$ cat src/rtl/echo_pkg.sv
// echo_pkg: shared types and fixed-point helpers for the LMS echo canceller.
//   state_t       - controller state encoding (IDLE/FILTER/ERROR/UPDATE)
//   acc_width()   - MAC accumulator width: COEF_W + DATA_W + clog2(TAPS)
//   upd_shift()   - coefficient-update shift S = 2*DATA_W-2-FRAC_W+MU_SHIFT
//   sat_to_width()- clamp a signed value to the range of a w-bit signed word
//   round_shift() - arithmetic right shift with round-half-up
// The helpers work on 64-bit signed values, so every operand width fed
// through them must stay below 63 bits.
package echo_pkg;

    typedef enum logic [1:0] {
        ST_IDLE   = 2'd0,
        ST_FILTER = 2'd1,
        ST_ERROR  = 2'd2,
        ST_UPDATE = 2'd3
    } state_t;

    function automatic int unsigned acc_width(input int unsigned coef_w,
                                              input int unsigned data_w,
                                              input int unsigned taps);
        return coef_w + data_w + $clog2(taps);
    endfunction

    function automatic int unsigned upd_shift(input int unsigned data_w,
                                              input int unsigned frac_w,
                                              input int unsigned mu_shift);
        return 2 * data_w - 2 - frac_w + mu_shift;
    endfunction

    function automatic logic signed [63:0] sat_to_width(input logic signed [63:0] x,
                                                        input int unsigned w);
        logic signed [63:0] maxv;
        logic signed [63:0] minv;
        maxv = (64'sd1 <<< (w - 1)) - 64'sd1;
        minv = -maxv - 64'sd1;
        if (x > maxv) return maxv;
        if (x < minv) return minv;
        return x;
    endfunction

    function automatic logic signed [63:0] round_shift(input logic signed [63:0] x,
                                                       input int unsigned s);
        if (s == 0) return x;
        return (x + (64'sd1 <<< (s - 1))) >>> s;
    endfunction

endpackage

$ cat src/rtl/echo_sat_round.sv
// echo_sat_round: round-half-up arithmetic shift followed by saturation.
//   din  [IN_W]  - signed input word
//   dout [OUT_W] - sat_OUT_W(round(din >>> SHIFT))
module echo_sat_round
    import echo_pkg::*;
#(
    parameter int unsigned IN_W  = 46,
    parameter int unsigned OUT_W = 16,
    parameter int unsigned SHIFT = 22
) (
    input  logic [IN_W-1:0]  din,
    output logic [OUT_W-1:0] dout
);

    always_comb begin
        dout = OUT_W'(sat_to_width(round_shift(64'($signed(din)), SHIFT), OUT_W));
    end

endmodule

$ cat src/rtl/echo_canceller_lms.sv
// echo_canceller_lms: TAPS-long adaptive FIR echo canceller (LMS, mu=2^-MU_SHIFT).
// One shared multiplier, one tap per clock.
//   clk_operation       - clock, rising edge
//   rst                 - asynchronous active-low reset
//   enable              - one-cycle sample strobe
//   sig16b              - near-end sample (speech + echo)
//   sig16b_lag          - far-end reference sample
//   adapt_en            - allow the coefficient update pass (sampled in ERROR)
//   coef_clear          - zero all coefficients (deferred to IDLE entry if busy)
//   coef_rd_idx/data    - combinational coefficient readback
//   sig16b_without_echo - echo-free output e
//   out_valid           - one-cycle pulse when e updates
//   busy                - sample in progress
//   overrun             - sticky: enable seen while busy
module echo_canceller_lms
    import echo_pkg::*;
#(
    parameter int unsigned DATA_W   = 16,
    parameter int unsigned TAPS     = 4,
    parameter int unsigned COEF_W   = 24,
    parameter int unsigned FRAC_W   = 22,
    parameter int unsigned MU_SHIFT = 8
) (
    input  logic                     clk_operation,
    input  logic                     rst,
    input  logic                     enable,
    input  logic [DATA_W-1:0]        sig16b,
    input  logic [DATA_W-1:0]        sig16b_lag,
    input  logic                     adapt_en,
    input  logic                     coef_clear,
    input  logic [$clog2(TAPS)-1:0]  coef_rd_idx,
    output logic [COEF_W-1:0]        coef_rd_data,
    output logic [DATA_W-1:0]        sig16b_without_echo,
    output logic                     out_valid,
    output logic                     busy,
    output logic                     overrun
);

    localparam int unsigned KW    = $clog2(TAPS);
    localparam int unsigned AW    = acc_width(COEF_W, DATA_W, TAPS);
    localparam int unsigned MUL_W = COEF_W + DATA_W;
    localparam int unsigned PW    = 2 * DATA_W;
    localparam int unsigned SH    = upd_shift(DATA_W, FRAC_W, MU_SHIFT);

    state_t                    state;
    logic [KW-1:0]             k;
    logic signed [DATA_W-1:0]  x [TAPS];
    logic signed [COEF_W-1:0]  c [TAPS];
    logic signed [DATA_W-1:0]  d;
    logic signed [DATA_W-1:0]  e;
    logic signed [AW-1:0]      acc;
    logic                      pend_clr;

    logic signed [COEF_W-1:0]  mul_a;
    logic signed [MUL_W-1:0]   prod;
    logic signed [PW-1:0]      p;
    logic [DATA_W-1:0]         y_raw;
    logic [COEF_W-1:0]         delta_raw;
    logic signed [DATA_W-1:0]  e_next;
    logic signed [COEF_W-1:0]  c_next;
    logic                      last_tap;
    logic                      clr_now;

    // Shared multiplier: c[k]*x[k] while filtering, e*x[k] while updating.
    always_comb begin
        mul_a = (state == ST_UPDATE) ? COEF_W'(e) : c[k];
        prod  = MUL_W'(mul_a) * MUL_W'(x[k]);
    end

    // In UPDATE the product is e*x, which always fits in 2*DATA_W bits.
    assign p = PW'(prod);

    echo_sat_round #(.IN_W(AW), .OUT_W(DATA_W), .SHIFT(FRAC_W)) u_round_y (
        .din  (acc),
        .dout (y_raw)
    );

    echo_sat_round #(.IN_W(PW), .OUT_W(COEF_W), .SHIFT(SH)) u_round_delta (
        .din  (p),
        .dout (delta_raw)
    );

    always_comb begin
        e_next = DATA_W'(sat_to_width(64'(d) - 64'($signed(y_raw)), DATA_W));
        c_next = COEF_W'(sat_to_width(64'(c[k]) + 64'($signed(delta_raw)), COEF_W));
    end

    assign last_tap            = (k == KW'(TAPS - 1));
    assign clr_now             = pend_clr | coef_clear;
    assign busy                = (state != ST_IDLE);
    assign coef_rd_data        = c[coef_rd_idx];
    assign sig16b_without_echo = e;

    always_ff @(posedge clk_operation or negedge rst) begin
        if (!rst) begin
            state     <= ST_IDLE;
            k         <= '0;
            d         <= '0;
            e         <= '0;
            acc       <= '0;
            pend_clr  <= 1'b0;
            out_valid <= 1'b0;
            overrun   <= 1'b0;
            for (int unsigned i = 0; i < TAPS; i++) begin
                x[i] <= '0;
                c[i] <= '0;
            end
        end else begin
            out_valid <= 1'b0;
            if (enable && state != ST_IDLE) overrun <= 1'b1;
            if (coef_clear && state != ST_IDLE) pend_clr <= 1'b1;

            case (state)
                ST_IDLE: begin
                    if (coef_clear) begin
                        for (int unsigned i = 0; i < TAPS; i++) c[i] <= '0;
                    end
                    if (enable) begin
                        for (int unsigned i = TAPS - 1; i > 0; i--) x[i] <= x[i-1];
                        x[0]  <= sig16b_lag;
                        d     <= sig16b;
                        acc   <= '0;
                        k     <= '0;
                        state <= ST_FILTER;
                    end
                end
                ST_FILTER: begin
                    acc <= acc + AW'(prod);
                    k   <= k + KW'(1);
                    if (last_tap) begin
                        k     <= '0;
                        state <= ST_ERROR;
                    end
                end
                ST_ERROR: begin
                    e         <= e_next;
                    out_valid <= 1'b1;
                    k         <= '0;
                    if (adapt_en) begin
                        state <= ST_UPDATE;
                    end else begin
                        state <= ST_IDLE;
                        if (clr_now) begin
                            for (int unsigned i = 0; i < TAPS; i++) c[i] <= '0;
                            pend_clr <= 1'b0;
                        end
                    end
                end
                ST_UPDATE: begin
                    c[k] <= c_next;
                    k    <= k + KW'(1);
                    if (last_tap) begin
                        k     <= '0;
                        state <= ST_IDLE;
                        // A deferred clear overrides the final tap write.
                        if (clr_now) begin
                            for (int unsigned i = 0; i < TAPS; i++) c[i] <= '0;
                            pend_clr <= 1'b0;
                        end
                    end
                end
                default: state <= ST_IDLE;
            endcase
        end
    end

endmodule
$ cat config.mk
export PLATFORM = sky130hd
export DESIGN_NAME = echo_canceller_lms
export DESIGN_NICKNAME = d
export VERILOG_FILES = /design/src/rtl/echo_pkg.sv /design/src/rtl/echo_sat_round.sv /design/src/rtl/echo_canceller_lms.sv
export SDC_FILE = /design/constraint.sdc
export NUM_CORES = 2
export LEC_CHECK = 0
export ABC_CLOCK_PERIOD_IN_PS = 12500
export CORE_ASPECT_RATIO = 0.5
export CORE_MARGIN = 4
export CORE_UTILIZATION = 41
export DETAILED_ROUTE_END_ITERATION = 7
export PLACE_DENSITY = 0.56
export SLEW_MARGIN = 20
export SYNTH_ARGS = -nofsm -noshare
export SYNTH_HDL_FRONTEND = slang
export SYNTH_SLANG_ARGS = --single-unit
$ cat constraint.sdc
create_clock -name clk_operation -period 12.5 [get_ports clk_operation]
set_input_delay 2.5 -clock clk_operation [delete_from_list [all_inputs] [get_ports clk_operation]]
set_output_delay 2.5 -clock clk_operation [all_outputs]
set_load 0.02 [all_outputs]
==> report_table.html <==
<table>
<tr><th>Metric</th><th>Value</th></tr>
<tr><th colspan="2">Place</th></tr>
<tr><td>Half-perimeter wire length after placement</td><td>between 70000 and 80000 microns</td></tr>
<tr><td>Buffers on Ports</td><td>between 80 and 90</td></tr>
<tr><td>Post-placement worst setup slack</td><td>between 0.4 and 0.5 ns</td></tr>
<tr><td>Final RePlAce weighted congestion</td><td>just over 0.9</td></tr>
<tr><th colspan="2">Clock network</th></tr>
<tr><td>Reg clk slew, reported paths</td><td>0.07 ns</td></tr>
<tr><td>CTS tree</td><td>done</td></tr>
<tr><td>Number of buffers added by the clock tree synthesis step</td><td>26</td></tr>
<tr><td>Cts hold-fix bufs</td><td>0</td></tr>
<tr><td>Number of clock sinks</td><td>241</td></tr>
<tr><td>H-tree Lvls</td><td>1</td></tr>
<tr><td>Insertion delay to the later sink of the worst-skew pair</td><td>0.59 ns</td></tr>
<tr><td>Longest Clk Path Bufs</td><td>3</td></tr>
<tr><td>Root Buffer Master</td><td>sky130_fd_sc_hd__clkbuf_16</td></tr>
<tr><th colspan="2">Run status</th></tr>
<tr><td>Result of the run</td><td>completed</td></tr>
<tr><th colspan="2">Layout</th></tr>
<tr><td>Relative area change from synthesis to final layout</td><td>11.61%</td></tr>
<tr><td>Final-layout fill cell count</td><td>between 6k and 7k</td></tr>
<tr><td>Fraction of layout cells with a size suffix above 1</td><td>10.66%</td></tr>
<tr><td>Diodes inserted</td><td>0</td></tr>
<tr><td>Layout net count</td><td>about 3.8k</td></tr>
<tr><th colspan="2">Routing</th></tr>
<tr><td>Number of nets still failing antenna checks after routing</td><td>0</td></tr>
<tr><td>Final routed wire length divided by cell count</td><td>approximately 22 microns</td></tr>
<tr><td>Number of iterations in the first detailed-routing pass</td><td>5</td></tr>
<tr><td>Total length of routed wires</td><td>roughly 91000 microns</td></tr>
<tr><td>Final routed DRC violation total</td><td>0</td></tr>
<tr><td>Number of DRC markers after the initial detailed-route iteration</td><td>1886</td></tr>
<tr><td>Post-DR vias/cell</td><td>approximately 5.6</td></tr>
<tr><td>Via count</td><td>between 20k and 25k</td></tr>
<tr><th colspan="2">Floorplanning</th></tr>
<tr><td>Area of the placeable core</td><td>around 70000 sq um</td></tr>
<tr><td>Die Height</td><td>~200 microns</td></tr>
<tr><td>Chip width</td><td>roughly 390 microns</td></tr>
<tr><td>Placement row count</td><td>approximately 70</td></tr>
<tr><td>Starting utilization of the core area</td><td>41.34%</td></tr>
<tr><td>I/O pin count</td><td>82</td></tr>
<tr><td>Area of the die</td><td>roughly 76000 sq um</td></tr>
<tr><th colspan="2">Timing</th></tr>
<tr><td>Final worst path period need</td><td>approximately 12 ns</td></tr>
<tr><td>Worst setup skew after layout</td><td>approximately 0.017 ns</td></tr>
<tr><td>Setup repair after global routing missed its margin</td><td>false</td></tr>
<tr><td>Highest achievable clock rate</td><td>approximately 0.084 GHz</td></tr>
<tr><td>Final hold violation count</td><td>0</td></tr>
<tr><td>Worst hold slack after final layout</td><td>roughly 0.46 ns</td></tr>
<tr><td>Max-slew violation total from the final report</td><td>0</td></tr>
<tr><td>Total negative slack</td><td>0 ns</td></tr>
<tr><td>Rel. slew slack</td><td>approximately 33%</td></tr>
<tr><td>Final Setup Violations</td><td>0</td></tr>
<tr><td>Slack of the critical path</td><td>0.6036 ns</td></tr>
<tr><td>Period utilisation layout</td><td>between 90% and 100%</td></tr>
<tr><td>Transition at the pin with the smallest max-transition slack</td><td>about 1 ns</td></tr>
<tr><th colspan="2">Logic synthesis</th></tr>
<tr><td>Count of flip-flops with a built-in enable after synthesis</td><td>0</td></tr>
<tr><td>Cell area after synthesis</td><td>about 30000 sq um</td></tr>
<tr><td>Post-Synthesis Net Count</td><td>3703</td></tr>
<tr><td>Warning count from the yosys run</td><td>0</td></tr>
<tr><td>Number of instances in the synthesized netlist</td><td>between 3k and 4k</td></tr>
<tr><td>Fraction of registers with async set/reset</td><td>between 90% and 100%</td></tr>
<tr><td>Ys flop type</td><td>sky130_fd_sc_hd__dfrtp_1</td></tr>
<tr><td>Count of different cell masters after synthesis</td><td>just under 80</td></tr>
<tr><td>Fraction of the yosys area taken by sequential cells</td><td>about a fifth</td></tr>
<tr><td>Synthesized area per cell</td><td>between 9 and 10 sq um</td></tr>
<tr><td>Flip-flop and latch count after synthesis</td><td>roughly 240</td></tr>
<tr><th colspan="2">GRT</th></tr>
<tr><td>GRT Resource Usage Total</td><td>around a quarter</td></tr>
<tr><td>Global-route wire length before repair</td><td>around 140000 microns</td></tr>
<tr><td>Via count of the first global-routing pass</td><td>roughly 24k</td></tr>
<tr><td>Aggregate global routing overflow</td><td>0</td></tr>
<tr><td>Maximum number of pins on one net before global-route repair</td><td>100</td></tr>
<tr><td>Antenna violations before repair</td><td>4</td></tr>
<tr><th colspan="2">Worst setup path</th></tr>
<tr><td>Startpoint Class</td><td>flip-flop</td></tr>
<tr><td>Arr. time, crit path</td><td>between 10 and 15 ns</td></tr>
<tr><td>Critical path's slowest cell</td><td>sky130_fd_sc_hd__fa_1</td></tr>
<tr><td>Biggest cell delay along the critical path</td><td>0.57 ns</td></tr>
<tr><td>Nature of the critical path endpoint</td><td>flip-flop</td></tr>
<tr><td>Worst Path Max Fanout</td><td>14</td></tr>
<tr><td>Crit path kind</td><td>flip-flop to flip-flop</td></tr>
<tr><td>Worst EP required</td><td>about 13 ns</td></tr>
<tr><th colspan="2">Flow run</th></tr>
<tr><td>Maxcap violations</td><td>0</td></tr>
<tr><th colspan="2">Hold path</th></tr>
<tr><td>Class of the most critical hold timing path</td><td>flip-flop to flip-flop</td></tr>
</table>
-- cell usage after synthesis (5+ instances only) --
cell type / number / area [sq um]
sky130_fd_sc_hd__nand2_1: 383 / 1438
sky130_fd_sc_hd__a21boi_1: 7 / 52.55
sky130_fd_sc_hd__o21bai_1: 20 / 150.1
sky130_fd_sc_hd__a211oi_1: 6 / 45.04
sky130_fd_sc_hd__o22ai_1: 16 / 100.1
sky130_fd_sc_hd__and2_1: 18 / 112.6
sky130_fd_sc_hd__o221ai_1: 6 / 52.55
sky130_fd_sc_hd__nand4_1: 8 / 50.05
sky130_fd_sc_hd__buf_2: 8 / 40.04
sky130_fd_sc_hd__mux4_2: 52 / 1171
sky130_fd_sc_hd__ha_1: 192 / 2402
sky130_fd_sc_hd__and3_1: 13 / 81.33
sky130_fd_sc_hd__nand2b_1: 16 / 100.1
sky130_fd_sc_hd__nor3_1: 17 / 85.08
sky130_fd_sc_hd__a22o_1: 28 / 245.2
sky130_fd_sc_hd__nand3_1: 34 / 170.2
sky130_fd_sc_hd__a21o_1: 46 / 345.3
sky130_fd_sc_hd__clkbuf_1: 86 / 322.8
sky130_fd_sc_hd__or3_1: 9 / 56.30
sky130_fd_sc_hd__mux2i_1: 14 / 140.1
sky130_fd_sc_hd__o31ai_1: 9 / 67.56
sky130_fd_sc_hd__fa_1: 377 / 7547
sky130_fd_sc_hd__buf_1: 16 / 60.06
sky130_fd_sc_hd__o31a_1: 6 / 52.55
sky130_fd_sc_hd__a21boi_0: 7 / 52.55
sky130_fd_sc_hd__xnor2_1: 87 / 762.0
sky130_fd_sc_hd__mux2_2: 95 / 1070
sky130_fd_sc_hd__o21ai_1: 23 / 115.1
sky130_fd_sc_hd__a221o_1: 68 / 680.7
sky130_fd_sc_hd__o21ai_0: 91 / 455.4
sky130_fd_sc_hd__nor2_1: 243 / 912.1
sky130_fd_sc_hd__nor4_1: 7 / 43.79
sky130_fd_sc_hd__and4_1: 5 / 43.79
sky130_fd_sc_hd__o2111ai_1: 5 / 43.79
sky130_fd_sc_hd__o211ai_1: 11 / 82.58
sky130_fd_sc_hd__dfrtp_1: 241 / 6031
sky130_fd_sc_hd__xor2_1: 45 / 394.1
sky130_fd_sc_hd__a31oi_1: 13 / 81.33
sky130_fd_sc_hd__inv_1: 512 / 1922
sky130_fd_sc_hd__a31o_2: 5 / 43.79
sky130_fd_sc_hd__o21a_1: 43 / 322.8
sky130_fd_sc_hd__nor2_2: 5 / 31.28
sky130_fd_sc_hd__nor2b_1: 29 / 181.4
sky130_fd_sc_hd__a21oi_1: 117 / 585.6
-- worst paths after layout --
| path | end | slack, ns | startpoint | depth (start not counted) |
|---|---|---|---|---|
| max | c[93] | 0.60 | state[0] | 42 |
| min | overrun | 0.46 | overrun | 1 |
| max reg2reg | c[93] | 0.60 | state[0] | 42 |
| min reg2reg | overrun | 0.46 | overrun | 1 |
| max in group asynchronous | c[83] | 8.28 | rst | 3 |
| min in group asynchronous | x[4] | 1.92 | rst | 1 |
-- state kept, by name (all words and copies together), names as in the netlist --
register	flops
acc	42
c	96
d	16
k	2
out_valid	1
overrun	1
pend_clr	1
sig16b_without_echo	16
state	2
x	64
-- area by class of cell --
cell class | count | area (sq um) | area share (%)
multi-input cells | 2227 | 20990 | 64.09
flip-flops and latches | 241 | 6036 | 18.43
clock buffers | 33 | 737.0 | 2.250
well taps | 958 | 1199 | 3.660
inverters | 513 | 1926 | 5.880
repair buffers | 180 | 1637 | 4.998
clock inverters | 15 | 225.2 | 0.6878
-- cell families (layout without fill, tap and decap cells) --
family | Yosys count | in the layout | share of synthesized area [%]
compound gates | 558 | 558 | 13.31
buf+inv | 627 | 741 | 8.145
mux | 163 | 163 | 8.269
xor+xnor | 132 | 132 | 3.940
simple gates | 803 | 803 | 11.80
flops | 241 | 241 | 20.56
fa+ha+maj | 571 | 571 | 33.98
-- through the flow --
step / utilization, % / instances / cell area, sq um
floorplan: - / 3095 / 29340
global placement: 44.63 / 4115 / 31680
detailed placement: 44.64 / 4115 / 31680
CTS: 45.99 / 4163 / 32640
global route: 46.14 / 4167 / 32750
finish: 46.14 / 4167 / 32750
-- repair_timing --
item                                    CTS  global route
endpoints found under the setup margin    0            60
buffers inserted                          0             4
resized for setup                         0             0
-- worst max-delay path, delay by kind of cell (launching register included) --
kind	cells	cell delay, ns
xor+xnor	1	0.24
fa+ha+maj	9	4.10
simple gates	11	2.00
buf+inv	10	1.78
compound gates	10	2.79
flops	1	0.43
mux	1	0.40
-- routing by layer --
layer / up-vias / part of all wire, % / track usage [%]
met2: 840 / 43 / 35.96
met1: 11878 / 46 / 36.35
met4: 0 / 2.0 / 5.165
met5: - / 0 / 0
li1: 10382 / - / -
met3: 104 / 9.3 / 5.485
-- placed cells by master (no fill, tap or decap), types with 68 or more instances in the layout --
cell type	netlist	routed
sky130_fd_sc_hd__fa_1	377	377
sky130_fd_sc_hd__a221o_1	68	68
sky130_fd_sc_hd__o21ai_0	91	91
sky130_fd_sc_hd__nand2_1	383	381
sky130_fd_sc_hd__inv_1	512	512
sky130_fd_sc_hd__xnor2_1	87	87
sky130_fd_sc_hd__dfrtp_1	241	239
sky130_fd_sc_hd__mux2_2	95	95
sky130_fd_sc_hd__ha_1	192	192
sky130_fd_sc_hd__buf_4	1	93
sky130_fd_sc_hd__a21oi_1	117	117
sky130_fd_sc_hd__nor2_1	243	243
sky130_fd_sc_hd__clkdlybuf4s50_1	0	79
Power is not shown: default switching activity piles up to over one toggle a cycle in this logic, so the estimate is an artifact.
